<file path="src/rtl/addsub_sequencer.sv">
// addsub_sequencer: sequences an A op B op C op D add/subtract datapath; ADDSUB_SEQUENCER_ABORT_EN enables the abort input
module addsub_sequencer #(
  parameter int HOLD_CYCLES = 1
) (
  input  logic       clock,
  input  logic       reset,
  input  logic       start,
  input  logic [2:0] op,
  input  logic       abort,
  output logic       s0,
  output logic       s1,
  output logic       s2,
  output logic       addOrSub,
  output logic       done,
  output logic       busy,
  output logic       result_valid
);
  typedef enum logic [2:0] {IDLE, LOAD, STEP_B, STEP_C, STEP_D, FINISH} state_t;
  localparam logic [3:0] HOLD_M1 = 4'(HOLD_CYCLES - 1);
  state_t     r_state, w_nxt;
  logic [3:0] r_cnt, w_cnt_nxt;
  logic [2:0] r_op;
  logic       r_s0, r_s1, r_s2, r_add, r_done, r_busy, r_rv;
  logic       w_abort;
`ifdef ADDSUB_SEQUENCER_ABORT_EN
  assign w_abort = abort && r_state != IDLE;
`else
  logic w_unused_abort;
  assign w_unused_abort = abort;
  assign w_abort = 1'b0;
`endif
  // next state and hold counter; abort overrides any same-cycle advance
  always_comb begin
    w_nxt = r_state;
    w_cnt_nxt = r_cnt;
    case (r_state)
      IDLE: if (start) begin
        w_nxt = LOAD;
        w_cnt_nxt = HOLD_M1;
      end
      LOAD, STEP_B, STEP_C, STEP_D: if (r_cnt == 4'd0) begin
        w_nxt = r_state == LOAD ? STEP_B : r_state == STEP_B ? STEP_C : r_state == STEP_C ? STEP_D : FINISH;
        w_cnt_nxt = HOLD_M1;
      end else w_cnt_nxt = r_cnt - 4'd1;
      default: begin
        w_nxt = IDLE;
        w_cnt_nxt = 4'd0;
      end
    endcase
    if (w_abort) begin
      w_nxt = IDLE;
      w_cnt_nxt = 4'd0;
    end
  end
  // state register with outputs decoded from the next state so they are all registered
  always_ff @(posedge clock or posedge reset)
    if (reset) begin
      r_state <= IDLE;
      r_cnt <= 4'd0;
      r_op <= 3'b111;
      r_s0 <= 1'b0;
      r_s1 <= 1'b0;
      r_s2 <= 1'b0;
      r_add <= 1'b1;
      r_done <= 1'b1;
      r_busy <= 1'b0;
      r_rv <= 1'b0;
    end else begin
      r_state <= w_nxt;
      r_cnt <= w_cnt_nxt;
      if (r_state == IDLE && start) r_op <= op;
      r_s0 <= !(w_nxt == IDLE || w_nxt == LOAD);
      r_s1 <= w_nxt == STEP_C;
      r_s2 <= w_nxt == STEP_D || w_nxt == FINISH;
      r_add <= w_nxt == STEP_B ? r_op[0] : w_nxt == STEP_C ? r_op[1] : (w_nxt == STEP_D || w_nxt == FINISH) ? r_op[2] : 1'b1;
      r_done <= w_nxt == IDLE || w_nxt == FINISH;
      r_busy <= w_nxt != IDLE;
      r_rv <= w_nxt == FINISH;
    end
  assign s0 = r_s0;
  assign s1 = r_s1;
  assign s2 = r_s2;
  assign addOrSub = r_add;
  assign done = r_done;
  assign busy = r_busy;
  assign result_valid = r_rv;
endmodule

</file>
<file path="config.mk">
export PLATFORM = sky130hd
export DESIGN_NAME = addsub_sequencer
export DESIGN_NICKNAME = d
export VERILOG_FILES = /design/src/rtl/addsub_sequencer.sv
export SDC_FILE = /design/constraint.sdc
export NUM_CORES = 1
export LEC_CHECK = 0
export ABC_AREA = 1
export BUFFER_PORTS_ARGS = -buffer_cell sky130_fd_sc_hd__clkbuf_2
export CORE_ASPECT_RATIO = 0.8
export CORE_MARGIN = 2
export CORE_UTILIZATION = 25
export DETAILED_ROUTE_END_ITERATION = 8
export PLACE_DENSITY = 0.4
export SYNTH_ARGS = -nofsm -noshare
export SYNTH_HDL_FRONTEND = slang
export SYNTH_SLANG_ARGS = --single-unit
</file>
<file path="constraint.sdc">
create_clock -name clock -period 1.2 [get_ports clock]
set_input_delay 0.12 -clock clock [delete_from_list [all_inputs] [get_ports clock]]
set_output_delay 0.12 -clock clock [all_outputs]
set_load 0.01 [all_outputs]
</file>
==> run_results.csv <==
group,metric,value,unit
power,total_leakage_power,0.563,nW
worst_setup_path,slowest_delay,0.45,ns
finish,drive_above_1_share,50.4,%
placed_design,dp.cells,153,
timing,rsz0062_at_grt,"yes",
worst_setup_path,worstRegToRegCells,8,
global_routing,grt-ovfl-total,0,
worst_setup_path,path_buf_inv,0,
drt,first_iter_violations,20,
global_routing,grt_pass1_wl,2640,um
synthesis,synthSimpleGateAreaFrac,30.0,%
worst_setup_path,crit_top_cell,"nand2_1",
floorplan,die_w,66.6,um
clock_network,h-tree-depth,1,
clock_network,clk_pin_slew_worst_paths,0.06,ns
worst_setup_path,worstSetupPathType,"reg -> reg",
timing,fmaxAchievable,0.767,GHz
finish,area_growth,41.8,%
global_routing,antenna_found_initial,0,
timing,fin_crit,1.30,ns
synthesis,syn_nets,93,
synthesis,synth_area,785,um^2
worst_hold_path,hold_end,"r_op[2]",
worst_setup_path,critPathTopFamily,"simple AND/OR/NAND/NOR gates",
timing,fin_crit_sh,109,%
finish,diodes,0,
timing,finClkSkew,0.00578,ns
synthesis,synth-seq-cells,17,
floorplan,start_util,25.8,%
drt,vias,657,
timing,setup_slack,-0.104,ns
finish,fin_util,36.6,%
worst_hold_path,hold_depth,3,
synthesis,synth_top_family_by_area,"simple AND/OR/NAND/NOR gates",
power,powerDensity,2640,mW/mm^2
synthesis,yosys_warnings,0,
synthesis,yosysUniqueCellTypes,19,
timing,drv_slew,0,
finish,nNetsFinal,127,
timing,whs,0.0435,ns
worst_setup_path,cp-start-kind,"register",
global_routing,grt_start_max_net_pins,18,
timing,setup_viol,14,
floorplan,core_area,0.00304,mm^2
global_routing,grtUsageTotal,10.3,%
timing,max_slew.worst_pin.slew,0.228,ns
placed_design,gp_congestion,0.798,
drt,antenna_left,0,
clock_network,root_buffer,"clkbuf_8",
worst_setup_path,rrSetupSlack,-0.10,ns
worst_setup_path,cp-end-kind,"register",
job,drv_cap,0,
clock_network,cts_tree,"built",
timing,setup_tns,-0.713,ns
placed_design,hpwl,1200,um
synthesis,netlist_instances,86,
synthesis,ys_seq_area_share,55.0,%
timing,max_slew_margin,84.8,%
clock_network,cts_buffers,3,
clock_network,insertion_delay,0.25,ns
worst_setup_path,cp.arrival,1.48,ns
drt,via_per_inst,4.13,
outcome,status,"finished with violations",
synthesis,synth_fa_ha_area_share,0,%
synthesis,synth-compound-area-share,9.25,%
floorplan,die_area,0.00361,mm^2
timing,hold_viol,0,
worst_hold_path,worstHoldStart,"op[2]",
clock_network,cts_sinks,17,
drt,dr.pass1.iters,4,
worst_setup_path,critical_path.max_fanout,4,
floorplan,die_y,54.1,um
worst_setup_path,r2r_end,"addOrSub",
drt,wl_per_cell,9.92,um
synthesis,synth.avg_cell_area,9.12,um^2
synthesis,synth_mux_area_share,0,%
worst_setup_path,critPathRequiredTime,1.38,ns
global_routing,grt_pass1_vias,588,
finish,final_cells,159,
drt,drt_wl_total,1580,um
floorplan,ioPinCount,14,
power,total_power,2.94,mW
power,ir_drop,0.922,mV
clock_network,clockBufferDepth,2,
worst_hold_path,hold_class,"in -> reg",
synthesis,synth-xor-area-share,0,%
worst_setup_path,timing.rr.start,"r_state[0]",
floorplan,std_cell_rows,18,
worst_setup_path,slowest_stage,"dfrtp_2",
drt,drc,0,
finish,n_fill_cell,331,
placed_design,port_buffers,12,
outcome,failed_checks,"setup timing",
worst_setup_path,crit_chain,"nand2_1 -> nand2_1 -> nor2_2 -> nand2_2 -> a21oi_4 -> nand2_1 -> nand2_1 -> nand2_1",
[Yosys cell counts, drive strengths merged]
cell    count  area share (%)
nand2      28              15
dfrtp      12              38
inv        12             5.7
nand3       9             7.0
o21ai       9             6.2
nor2        7             5.9
dfstp       5              17
a21boi      1            0.96
a21oi       1             2.1
nand3b      1            0.96
or2         1            0.80
[worst max-delay path by stage]
| stage | startpoint | end | slack (ns) | cells past startpoint |
|---|---|---|---|---|
| 6_report | r_state[0] | addOrSub | -0.10 | 8 |
| 5_1_grt | r_cnt[1] | addOrSub | -0.15 | 7 |
| 4_1_cts | r_state[1] | addOrSub | -0.09 | 8 |
| 3_5_place_dp | r_state[1] | r_cnt[2] | -0.11 | 7 |
| 3_3_place_gp | r_state[1] | r_cnt[2] | -0.10 | 7 |
| 2_1_floorplan | r_cnt[0] | addOrSub | -0.006 | 7 |
[metrics by stage]
step	setup slack (ns)	cell area, um^2
finish	-0.104	1110
detailed placement	-0.108	1010
floorplan	-0.00623	790
global placement	-0.102	1010
global route	-0.154	1110
CTS	-0.0903	1070
[tightest hold or removal path, stage by stage]
cell,delay [ns]
clkbuf_2,0.08
nand2_1,0.05
nand2_1,0.04
[layer usage]
metal | GRT usage, % | vias up | wire [um]
met5 | 0 | - | 0
met4 | 3.06 | 0 | 10
met3 | 4.39 | 2 | 72
met2 | 15.8 | 11 | 684
met1 | 13.3 | 308 | 810
li1 | - | 336 | -
[sequential cells by signal, indices dropped and copies added, names as in the netlist]
signal	flops
addOrSub	1
busy	1
done	1
r_cnt	4
r_op	3
r_state	3
result_valid	1
s0	1
s1	1
s2	1
[logic make-up after synthesis]
family / count (synthesis)
compound gates: 11
buf+inv: 12
flops: 17
simple gates: 46
[final cells by class]
| class | count | area [um^2] | share of cell area, % |
|---|---|---|---|
| multi-input combinational | 57 | 347 | 31.2 |
| sequential | 17 | 434 | 39.0 |
| clock buffer | 3 | 41.3 | 3.71 |
| timing repair buffer | 29 | 190 | 17.1 |
| inverter | 12 | 45.0 | 4.05 |
| clock inverter | 1 | 5.00 | 0.450 |
| tap | 40 | 50.0 | 4.50 |
[where the power goes]
part | internal, mW | leakage [nW] | switching, mW
Combinational | 0.653 | 0.329 | 0.914
Clock | 0.230 | 0.0255 | 0.191
Sequential | 0.840 | 0.209 | 0.113
[cell usage in the layout, fill, tap and decap left out, types with 2 or more instances in the layout]
cell type	Yosys	final
nor2_2	2	4
dfstp_2	5	5
nand3_2	2	3
nand2_2	3	2
inv_1	11	9
inv_2	1	3
dfrtp_2	0	2
clkbuf_2	0	12
nor2_4	2	2
nand3_1	7	5
nand2_4	1	3
buf_4	0	16
o21ai_2	1	2
dfrtp_1	12	10
o21ai_0	7	5
o21ai_1	1	2
clkbuf_8	0	3
nand2_1	24	23
[what timing repair did]
action / CTS / global route
gates resized for setup: 4 / 10
hold endpoints to repair: 12 / 0
setup buffers: 0 / 1
hold buffers: 1 / 0
pin swaps: 1 / 7
endpoints found under the setup margin: 13 / 14
(Power assumes the default switching activity.)
